## config.mk

```make
export PLATFORM = sky130hd
export DESIGN_NAME = seg7_capture
export DESIGN_NICKNAME = d
export VERILOG_FILES = /design/src/rtl/seg7_pkg.sv /design/src/rtl/seg7_decode.sv /design/src/rtl/seg7_capture.sv
export SDC_FILE = /design/constraint.sdc
export NUM_CORES = 1
export LEC_CHECK = 0
export CAP_MARGIN = 40
export CORE_MARGIN = 2
export CORE_UTILIZATION = 30
export CTS_BUF_LIST = sky130_fd_sc_hd__clkbuf_4
export CTS_CLUSTER_SIZE = 8
export DETAILED_ROUTE_END_ITERATION = 8
export GPL_TIMING_DRIVEN = 0
export PLACE_DENSITY = 0.56
export SYNTH_ARGS = -nofsm -noshare
export SYNTH_HDL_FRONTEND = slang
export SYNTH_SLANG_ARGS = --single-unit
```

## constraint.sdc

```tcl
create_clock -name clk -period 4.4 [get_ports clk]
set_input_delay 0.66 -clock clk [delete_from_list [all_inputs] [get_ports clk]]
set_output_delay 0.66 -clock clk [all_outputs]
set_load 0.05 [all_outputs]
```

## src/rtl/seg7_pkg.sv

```systemverilog
// seg7_pkg: shared types and constants for the 7-segment capture slice.
//   seg_t      - 7-bit segment pattern, bit0=a ... bit6=g, active high
//   digit_t    - 4-bit decoded digit
//   SEG_*      - canonical segment patterns for 0..9, A..F and blank
//   stab_cnt_width() / STAB_CNT_W - width of the stability counter,
//                enough to hold STABLE_CYCLES
package seg7_pkg;

  typedef logic [6:0] seg_t;
  typedef logic [3:0] digit_t;

  localparam seg_t SEG_BLANK = 7'h00;
  localparam seg_t SEG_0     = 7'h3F;
  localparam seg_t SEG_1     = 7'h06;
  localparam seg_t SEG_2     = 7'h5B;
  localparam seg_t SEG_3     = 7'h4F;
  localparam seg_t SEG_4     = 7'h66;
  localparam seg_t SEG_5     = 7'h6D;
  localparam seg_t SEG_6     = 7'h7D;
  localparam seg_t SEG_7     = 7'h07;
  localparam seg_t SEG_8     = 7'h7F;
  localparam seg_t SEG_9     = 7'h6F;
  localparam seg_t SEG_A     = 7'h77;
  localparam seg_t SEG_B     = 7'h7C;
  localparam seg_t SEG_C     = 7'h39;
  localparam seg_t SEG_D     = 7'h5E;
  localparam seg_t SEG_E     = 7'h79;
  localparam seg_t SEG_F     = 7'h71;

  localparam int STABLE_CYCLES_DEFAULT = 16;

  function automatic int stab_cnt_width(input int stable_cycles);
    return $clog2(stable_cycles + 1);
  endfunction

  localparam int STAB_CNT_W = stab_cnt_width(STABLE_CYCLES_DEFAULT);

endpackage

```

## src/rtl/seg7_decode.sv

```systemverilog
// seg7_decode: combinational segment pattern -> digit decoder.
//   pattern - 7-bit segment pattern to decode
//   legal   - high when pattern is a recognised digit
//   digit   - decoded value, only meaningful while legal is high
// Build option: SEG7_CAPTURE_HEX_EN makes the A..F glyphs legal digits;
// without it those glyphs decode as illegal.
module seg7_decode
  import seg7_pkg::*;
(
  input  seg_t   pattern,
  output logic   legal,
  output digit_t digit
);

`ifdef SEG7_CAPTURE_HEX_EN
  localparam logic HEX_EN = 1'b1;
`else
  localparam logic HEX_EN = 1'b0;
`endif

  // Table lookup; hex glyphs are always recognised here and their legality
  // follows the build option, so both builds share one case statement.
  always_comb begin
    legal = 1'b1;
    digit = 4'h0;
    case (pattern)
      SEG_0: digit = 4'h0;
      SEG_1: digit = 4'h1;
      SEG_2: digit = 4'h2;
      SEG_3: digit = 4'h3;
      SEG_4: digit = 4'h4;
      SEG_5: digit = 4'h5;
      SEG_6: digit = 4'h6;
      SEG_7: digit = 4'h7;
      SEG_8: digit = 4'h8;
      SEG_9: digit = 4'h9;
      SEG_A: begin legal = HEX_EN; digit = 4'hA; end
      SEG_B: begin legal = HEX_EN; digit = 4'hB; end
      SEG_C: begin legal = HEX_EN; digit = 4'hC; end
      SEG_D: begin legal = HEX_EN; digit = 4'hD; end
      SEG_E: begin legal = HEX_EN; digit = 4'hE; end
      SEG_F: begin legal = HEX_EN; digit = 4'hF; end
      default: legal = 1'b0;
    endcase
  end

endmodule

```

## src/rtl/seg7_capture.sv

```systemverilog
// seg7_capture: receive side of the 7-segment digit link.
// Synchronises an asynchronous segment bus, debounces it, decodes stable
// patterns to digits, flags illegal patterns and checks that successive
// digits count up by one (SEQ_MAX wraps to 0).
//   clk, rst_n   - clock, asynchronous active-low reset
//   seg_in       - asynchronous segment bus (bit0=a ... bit6=g)
//   clear        - zeroes err_count and seq_count
//   digit_out    - last accepted legal digit
//   digit_valid  - accepted pattern is a legal digit
//   blank        - accepted pattern is all segments off
//   digit_stb    - one-cycle pulse per newly accepted pattern
//   bad_pattern  - one-cycle pulse when the accepted pattern is illegal
//   seq_err      - one-cycle pulse when a legal digit breaks the count
//   err_count    - saturating count of bad_pattern pulses
//   seq_count    - saturating count of seq_err pulses
// Build option: SEG7_CAPTURE_HEX_EN (see seg7_decode) adds A..F digits.
module seg7_capture
  import seg7_pkg::*;
#(
  parameter int STABLE_CYCLES = 16,
  parameter int SEQ_MAX       = 8
) (
  input  logic       clk,
  input  logic       rst_n,
  input  logic [6:0] seg_in,
  input  logic       clear,
  output logic [3:0] digit_out,
  output logic       digit_valid,
  output logic       blank,
  output logic       digit_stb,
  output logic       bad_pattern,
  output logic       seq_err,
  output logic [7:0] err_count,
  output logic [7:0] seq_count
);

  localparam int              CNT_W    = stab_cnt_width(STABLE_CYCLES);
  localparam logic [CNT_W-1:0] CNT_LAST = CNT_W'(STABLE_CYCLES - 1);
  localparam digit_t          SEQ_LAST = digit_t'(SEQ_MAX);

  seg_t             s1, s2;
  seg_t             candidate;
  seg_t             accepted;
  logic [CNT_W-1:0] stab_cnt;
  digit_t           prev;
  logic             hist_valid;

  logic             dec_legal;
  digit_t           dec_digit;
  logic             accept;
  digit_t           expect_next;

  seg7_decode u_decode (
    .pattern (candidate),
    .legal   (dec_legal),
    .digit   (dec_digit)
  );

  assign accept      = (stab_cnt == CNT_LAST) && (candidate != accepted);
  assign expect_next = (prev == SEQ_LAST) ? 4'h0 : prev + 4'h1;

  // Two-flop synchroniser; nothing else may look at seg_in.
  always_ff @(posedge clk or negedge rst_n) begin
    if (!rst_n) begin
      s1 <= SEG_BLANK;
      s2 <= SEG_BLANK;
    end else begin
      s1 <= seg_in;
      s2 <= s1;
    end
  end

  // Stability filter: any change restarts the count; the count parks at
  // its last value so a steady pattern is only ever accepted once.
  always_ff @(posedge clk or negedge rst_n) begin
    if (!rst_n) begin
      candidate <= SEG_BLANK;
      stab_cnt  <= '0;
    end else if (s2 != candidate) begin
      candidate <= s2;
      stab_cnt  <= '0;
    end else if (stab_cnt != CNT_LAST) begin
      stab_cnt  <= stab_cnt + CNT_W'(1);
    end
  end

  // Acceptance, decode results and sequence tracking. Blank and illegal
  // patterns both break the sequence so the next digit starts fresh.
  always_ff @(posedge clk or negedge rst_n) begin
    if (!rst_n) begin
      accepted    <= SEG_BLANK;
      digit_out   <= 4'h0;
      digit_valid <= 1'b0;
      blank       <= 1'b0;
      digit_stb   <= 1'b0;
      bad_pattern <= 1'b0;
      seq_err     <= 1'b0;
      prev        <= 4'h0;
      hist_valid  <= 1'b0;
    end else begin
      digit_stb   <= 1'b0;
      bad_pattern <= 1'b0;
      seq_err     <= 1'b0;
      if (accept) begin
        accepted  <= candidate;
        digit_stb <= 1'b1;
        if (candidate == SEG_BLANK) begin
          digit_valid <= 1'b0;
          blank       <= 1'b1;
          hist_valid  <= 1'b0;
        end else if (dec_legal) begin
          digit_out   <= dec_digit;
          digit_valid <= 1'b1;
          blank       <= 1'b0;
          seq_err     <= hist_valid && (dec_digit != expect_next);
          prev        <= dec_digit;
          hist_valid  <= 1'b1;
        end else begin
          digit_valid <= 1'b0;
          blank       <= 1'b0;
          bad_pattern <= 1'b1;
          hist_valid  <= 1'b0;
        end
      end
    end
  end

  // Error counters count the registered pulses; clear beats a coincident
  // increment.
  always_ff @(posedge clk or negedge rst_n) begin
    if (!rst_n) begin
      err_count <= 8'h00;
      seq_count <= 8'h00;
    end else if (clear) begin
      err_count <= 8'h00;
      seq_count <= 8'h00;
    end else begin
      if (bad_pattern && (err_count != 8'hFF)) err_count <= err_count + 8'h01;
      if (seq_err && (seq_count != 8'hFF))     seq_count <= seq_count + 8'h01;
    end
  end

endmodule

```

After elaboration in Yosys (flattened, before gate mapping)
Cells that the tools add are included.
{"block": "op_classes", "n_reduce_logical": 10, "n_eq_ne": 24, "n_mux": 19, "bitwise": 1, "addsub": 4}
{"cell": "7-bit equality test (second input constant)", "n": 12}
{"cell": "4-bit case mux with 15 select lines", "n": 1}
{"cell": "8-bit 2-to-1 mux", "n": 4}
{"cell": "8-bit by 1-bit adder with 8-bit output (second input constant)", "n": 2}
{"cell": "8-bit != test (second input constant)", "n": 2}
{"cell": "7-bit by 3-bit equality test with 1-bit output (second input constant)", "n": 2}
{"cell": "7-bit by 6-bit equality test with 1-bit output (second input constant)", "n": 2}
{"cell": "7-bit != test", "n": 2}
{"cell": "1-bit 2-to-1 mux", "n": 11}
{"cell": "5-bit 2-to-1 mux", "n": 2}
{"cell": "10-bit OR reduction", "n": 1}
{"cell": "7-bit zero test", "n": 1}
{"cell": "2-bit nonzero test", "n": 3}
{"cell": "5-bit by 1-bit adder with 5-bit output (second input constant)", "n": 1}
{"cell": "5-bit by 4-bit equality test with 1-bit output (second input constant)", "n": 1}
{"cell": "5-bit by 4-bit != test with 1-bit output (second input constant)", "n": 1}
{"cell": "4-bit by 1-bit adder with 4-bit output (second input constant)", "n": 1}
{"cell": "4-bit equality test (second input constant)", "n": 1}
{"cell": "1-bit logical AND", "n": 4}
{"cell": "4-bit 2-to-1 mux", "n": 1}
{"cell": "4-bit != test", "n": 1}
{"cell": "3-bit AND reduction", "n": 1}
{"cell": "1-bit inverter", "n": 1}
{"block": "totals", "input_bits": 10, "ff_bits": 58, "word_cells": 71}

Depth between registers and ports, before layout
Gate-level depths: netlist (run 1).
{"block": "depth", "depth_word": 7, "mapped_depth": 8, "ltp_nobuf": 8}

By module
Synthesis (run 1) repeated with hierarchy kept, for this count alone.
{"block": "unflattened", "cells_unflattened": 265, "hier_area_um2": 2850.2}
{"mod": "seg7_capture", "n_inst": 1, "area_per_inst_um2": 2528.7, "cells_per_inst": 213}
{"mod": "seg7_decode", "n_inst": 1, "area_per_inst_um2": 321.6, "cells_per_inst": 52}

Least setup slack after synthesis (run 1)
OpenSTA, ideal clock, no wires.
{"block": "synth_timing", "path_type": "reg2reg", "startpoint": "reg seq_count[0]", "endpoint": "reg seq_count[7]", "setup_slack_ns": 2.235, "period_less_slack_ns": 2.165, "setup_time_ns": 0.132, "arrival_time_ns": 2.033, "stages_incl_launch_ff": 8, "t_required_ns": 4.268, "path_cell_list": "dfrtp_1 ha_1 and3_1 a31oi_1 and4_1 nand3_1 xor2_1 nor2_1"}
{"block": "synth_via", "elab_chain_len": 3, "elab_cells_between_ends": 6, "classes_between": "add/sub: 1; eq/ne: 1; mux: 2; reduce/logical: 2"}
{"item": "from (decl)", "line_no": "seg7_capture.sv:34", "source": "output logic [7:0] seq_count"}
{"item": "from (signal assigned)", "line_no": "seg7_capture.sv:139", "source": "if (seq_err && (seq_count != 8'hFF)) seq_count <= seq_count + 8'h01;"}
{"item": "8-bit by 1-bit adder with 8-bit output / 8-bit != test (equally long branches)", "line_no": "seg7_capture.sv:139"}
{"item": "8-bit 2-to-1 mux / 1-bit logical AND (equally long branches)", "line_no": "seg7_capture.sv:139"}
{"item": "8-bit 2-to-1 mux / 2-bit nonzero test (equally long branches)"}
Parallel ways exist; a longest one is shown, timed or not. The select of a mux whose other input is x is not followed.
A chain may end at the register's enable or synchronous reset.

==> results of run 1 <==
[metal layers]
layer | up-vias | share of wire [%] | global-route usage [%]
met2 | 31 | 45 | 16.92
met5 | - | 0 | 0
met1 | 959 | 50 | 15.85
li1 | 969 | - | -
met3 | 8 | 3.3 | 3.051
met4 | 0 | 1.9 | 6.428
[synthesized netlist by cell type (3+ instances only)]
library cell,n,share of area (%)
clkbuf_1,13,1.7
xor2_1,20,6.2
or3_1,3,0.67
a31oi_1,4,0.89
nor3b_1,3,0.80
a21oi_1,5,0.89
nor2_1,24,3.2
ha_1,6,2.7
nand2_1,8,1.1
mux2_2,8,3.2
inv_1,8,1.1
dfrtp_1,58,52
nand4_1,7,1.6
xnor2_1,14,4.4
and3_1,3,0.67
nand3_1,10,1.8
mux2i_1,8,2.9
o21ai_0,5,0.89
buf_2,5,0.89
[per-stage QoR]
stage               utilization [%]  area (sq um)
CTS                           37.40          3423
global placement              35.76          3273
detailed placement            35.93          3288
finish                        37.40          3423
floorplan                         -          2804
global route                  37.40          3423
[logic make-up (layout without fill, tap and decap cells)]
logic type,Yosys count,count (layout)
fa+ha+maj,6,6
simple gates,78,78
mux,18,18
xor+xnor,34,34
buf+inv,29,78
compound gates,30,30
flops,58,58
[power breakdown]
| group | switching, W | leakage [nW] | internal (W) |
|---|---|---|---|
| Sequential | 0.00000660 | 0.762 | 0.000543 |
| Clock | 0.000207 | 0.0684 | 0.000172 |
| Combinational | 0.0000389 | 0.640 | 0.0000271 |
[layout by cell type, fill, tap and decap left out, types with 8 or more instances in the layout]
master | Yosys | routed
clkbuf_1 | 13 | 13
clkbuf_4 | 0 | 9
clkdlybuf4s50_1 | 0 | 32
dfrtp_1 | 58 | 58
inv_1 | 8 | 8
mux2_2 | 8 | 8
mux2i_1 | 8 | 8
nand2_1 | 8 | 8
nand3_1 | 10 | 10
nor2_1 | 24 | 24
xnor2_1 | 14 | 14
xor2_1 | 20 | 20
[registers in the layout, summed over array words and instances (netlist names), 4 cells and up]
name / count
stab_cnt: 5
seq_count: 8
candidate: 7
s1: 7
accepted: 7
prev: 4
err_count: 8
s2: 7
[path summary, 6_finish.rpt]
kind,startpoint,end,slack (ps),cells past startpoint
max,prev[3],digit_out[3],2050,1
min reg2reg,s1[5],s2[5],340,0
min in group clk,s1[5],s2[5],340,0
max in group asynchronous,rst_n,accepted[1],3540,2
max reg2reg,candidate[3],prev[3],2120,7
min,rst_n,s1[4],260,1
[area by class of cell]
| class | instances | area, sq um | area share (%) |
|---|---|---|---|
| Sequential cell | 58 | 1451 | 42.40 |
| Inverter | 8 | 30.03 | 0.8772 |
| Clock inverter | 6 | 67.56 | 1.974 |
| Multi-Input combinational cell | 166 | 1230 | 35.93 |
| Tap cell | 111 | 138.9 | 4.057 |
| Clock buffer | 9 | 67.56 | 1.974 |
| Buffer | 21 | 92.59 | 2.705 |
| Timing Repair Buffer | 34 | 345.3 | 10.09 |
==> flow_summary.toml, run 1 <==
[critical_path]
worstPathRequired_ps = 3740
worstPathArrival_ps = 1690
path_max_fanout = 6
critPathBufInv = 1
critPathSlowestCell = "clkdlybuf4s50_1"
critPathMaxStageDelay_ps = 840
crit_type = "reg -> out"
path_cells = "clkdlybuf4s50_1"
cp-start-kind = "flop"
critPathCaptureType = "primary output"
path_delay_family = "buffers and inverters"

[drt]
vias = 1967
drc = 0
drtAntennaViolNets = 0
routed_via_density = 4.763
drtIter0Drc = 78
routed_wl_um = 5410
firstDrtPassIters = 4
drt-wirelength-per-cell_um = 13.10

[floorplan]
ioPinCount = 35
row_count = 35
initial_core_util_pct = 30.64
design.core.area_sq_um = 9153
die_h_um = 100.7
fp.dieW_um = 100.7
die-area_sq_um = 10140

[timing]
period_needed_ps = 2354
hold_slack_ps = 264.3
setup_viol_count_final = 0
finClkSkew_ps = 18.09
slew_headroom_pct = 53.32
worst_pin_slew_ps = 692.6
report.final.slew_viol_count = 0
setup_slack_ps = 2046
hold_violations = 0
setup_tns_ps = 0
period_share_pct = 53.51
fmaxAchievable_mhz = 424.7
rsz0062_at_grt = "no"

[yosys]
seq_area_frac_synth_pct = 51.76
synth_xor_area_share_pct = 10.62
synth-compound-area-share_pct = 7.764
synth_edf_count = 0
synthesis.area_sq_um = 2804
ys_ff_latch = 58
synth.distinct_cells = 50
synth-adder-area-share_pct = 2.677
syn_area_per_cell_sq_um = 11.08
synth_mux_area_share_pct = 7.140
yosysWarnings = 0
synth_top_family_by_area = "simple AND/OR/NAND/NOR gates"
synth_nets = 269
synthArstFlopShare_pct = 100.0
synthFlopType = "dfrtp_1"
synth_cells = 253
synthSimpleGateAreaFrac_pct = 15.66

[power]
vdd_drop_max_mv = 0.1647
power_density_nw_per_um2 = 290.3
fin_total_pwr_w = 0.0009938
p_leak_nw = 1.470

[clock_network]
clk_path_buf_depth = 2
holdBufCountCts = 0
clock_latency_ps = 390
cts.sinks = 58
cts_setup_buffers = 0
ctsResizeCount = 0
numCtsBuffers = 9
clk_pin_slew_worst_paths_ps = 110
tritoncts = "yes"
htreeDepth = 3
cts_root_buf = "clkbuf_4"

[finish]
antenna_cells = 0
drive_gt1_share_pct = 12.25
layoutNonFillerInstCount = 413
layout-area-overhead-vs-synth_pct = 22.09
num-fill-cells = 899
fin_nets = 314

[placed_design]
routabilityCongestion = 0.7986
hpwl_um = 3786
place_ws_ps = 2129
portBuffers = 33
dp_cells = 398

[status]
status = "complete, no violations"

[grt]
grt-ovfl-total = 0
grt_pass1_vias = 1875
grtUsageTotal_pct = 11.68
antenna_found_initial = 0
grt_pass1_wl_um = 9156
grt_max_degree = 33

[flow_run]
drv_cap = 0

[min_path]
min_path_type = "in -> async"
Note: power is estimated with default switching activity, not from simulation.
==> inputs of run 2 (changes only) <==
==> constraint.sdc (replaced) <==
create_clock -name clk -period 2.2 [get_ports clk]
set_input_delay 0.33 -clock clk [delete_from_list [all_inputs] [get_ports clk]]
set_output_delay 0.33 -clock clk [all_outputs]
set_load 0.05 [all_outputs]
==> flow_summary.toml, run 2 (synthesized netlist as in run 1, its figures left out) <==
[critical_path]
path_cells = "buf_6, or4b_1, o22ai_2, o2bb2ai_2, a21boi_2, nor3_4, mux2_4"
worstPathArrival_ps = 2430
path_delay_family = "simple AND/OR/NAND/NOR gates"
critPathCaptureType = "flop"
critPathBufInv = 1
worstPathRequired_ps = 2490
critPathSlowestCell = "or4b_1"
critPathMaxStageDelay_ps = 530
path_max_fanout = 8
cp-start-kind = "flop"
crit_type = "reg -> reg"

[timing]
period_needed_ps = 2135
worst_pin_slew_ps = 692.5
slew_headroom_pct = 53.33
setup_viol_count_final = 0
report.final.slew_viol_count = 0
hold_violations = 0
fmaxAchievable_mhz = 468.4
finClkSkew_ps = 17.91
period_share_pct = 97.03

[drt]
routed_wl_um = 5476
routed_via_density = 4.785
firstDrtPassIters = 4
drtIter0Drc = 81
drtAntennaViolNets = 0
vias = 1976
drc = 0
drt-wirelength-per-cell_um = 13.26

[floorplan]
die_h_um = 100.7
row_count = 35
ioPinCount = 35
die-area_sq_um = 10140
fp.dieW_um = 100.7
design.core.area_sq_um = 9153
initial_core_util_pct = 30.64

[finish]
num-fill-cells = 900
fin_nets = 314
layoutNonFillerInstCount = 413
final_area_sq_um = 3458
layout-area-overhead-vs-synth_pct = 23.34
drive_gt1_share_pct = 14.24
final_common_cell = "dfrtp_1"
final_cell_mix = "dfrtp_1 (56), clkdlybuf4s50_1 (32), nor2_1 (24), xor2_1 (20), xnor2_1 (14)"
antenna_cells = 0
top_regs = "err_count x8, seq_count x8"

[clock_network]
htreeDepth = 3
clk_pin_slew_worst_paths_ps = 110
cts.sinks = 58
numCtsBuffers = 9
cts_root_buf = "clkbuf_4"
clock_latency_ps = 390
tritoncts = "yes"
clk_path_buf_depth = 2

[placed_design]
routabilityCongestion = 0.7986
dp_cells = 398
placed_area_sq_um = 3288
hpwl_um = 3786
portBuffers = 33

[power]
power_switching_w = 0.0005049
p_seq_share_pct = 55.5
swShare_pct = 25.38
vdd_drop_max_mv = 0.3292
power.share.clock_pct = 38.0
fin_total_pwr_w = 0.001989
p_comb_share_pct = 6.5
internal_power_w = 0.001484
p_leak_nw = 1.481
power_density_nw_per_um2 = 575.2

[min_path]
min_path_type = "in -> reg"

[grt]
grt_pass1_vias = 1883
grt_pass1_wl_um = 9190
grtUsageTotal_pct = 11.72
antenna_found_initial = 0
grt-ovfl-total = 0
grt_max_degree = 33

[status]
status = "complete, no violations"

[flow_run]
drv_cap = 0
run 2: metal layers:
layer	vias to the layer above	track usage, %	wire [um]
li1	968	-	-
met5	-	0	0
met3	8	3.051	164
met4	0	6.428	105
met1	970	15.85	2665
met2	30	17.08	2539
run 2: final timing paths:
path                              start      endpoint  slack [ps]  cells after the start
setup reg to reg           candidate[4]       prev[3]          70                      7
hold / removal                    clear  seq_count[3]         270                      2
min in group asynchronous         rst_n         s1[4]         470                      2
setup / recovery           candidate[4]       prev[3]          70                      7
max in group asynchronous         rst_n   accepted[1]        1140                      3
hold reg to reg                   s1[5]         s2[5]         340                      0
run 2: stage by stage:
stage                     setup slack [ps]  TNS (ps)  utilization [%]  hold WS [ps]
after global routing                -9.174    -19.08            37.79         258.9
final                                65.24         0            37.79         265.8
after CTS                            39.35         0            37.59         238.5
after detailed placement            -71.03    -138.0            35.93         335.5
after global placement               -1043    -60430            35.76         333.0
after floorplan                      35.42         0                -         34.41
run 2: layout make-up:
| class | count | area, sq um | share of cell area (%) |
|---|---|---|---|
| sequential | 58 | 1454 | 42.04 |
| buffer | 19 | 85.08 | 2.460 |
| clock inverter | 6 | 67.56 | 1.954 |
| inverter | 8 | 30.03 | 0.8683 |
| tap | 111 | 138.9 | 4.016 |
| timing repair buffer | 36 | 366.6 | 10.60 |
| multi-input combinational | 166 | 1249 | 36.11 |
| clock buffer | 9 | 67.56 | 1.954 |
run 2: worst register-to-register path: cells and delay by family, from the launching register on:
kind | cells | cell delay [ps]
AO/OA/AOI/OAI | 3 | 360
flip-flops | 1 | 380
AND/OR/NAND/NOR | 2 | 850
multiplexers | 1 | 330
buffers and inverters | 1 | 130
run 2: what timing repair did:
action | CTS | global route
resized for setup | 0 | 6
pin swaps | 1 | 2
setup endpoints to repair | 2 | 7
endpoints found under the hold margin | 26 | 0
buffers inserted | 1 | 0
hold buffers | 1 | 0
run 2: power by group through the flow:
stage	clock, W	sequential (W)	combinational [W]
3_5_place_dp	0	0.00112	0.000134
3_3_place_gp	0	0.00112	0.000130
6_report	0.000757	0.00110	0.000129
4_1_cts	0.000791	0.00110	0.000136
5_1_grt	0.000838	0.00111	0.000146
2_1_floorplan	0	0.00112	0.0000769
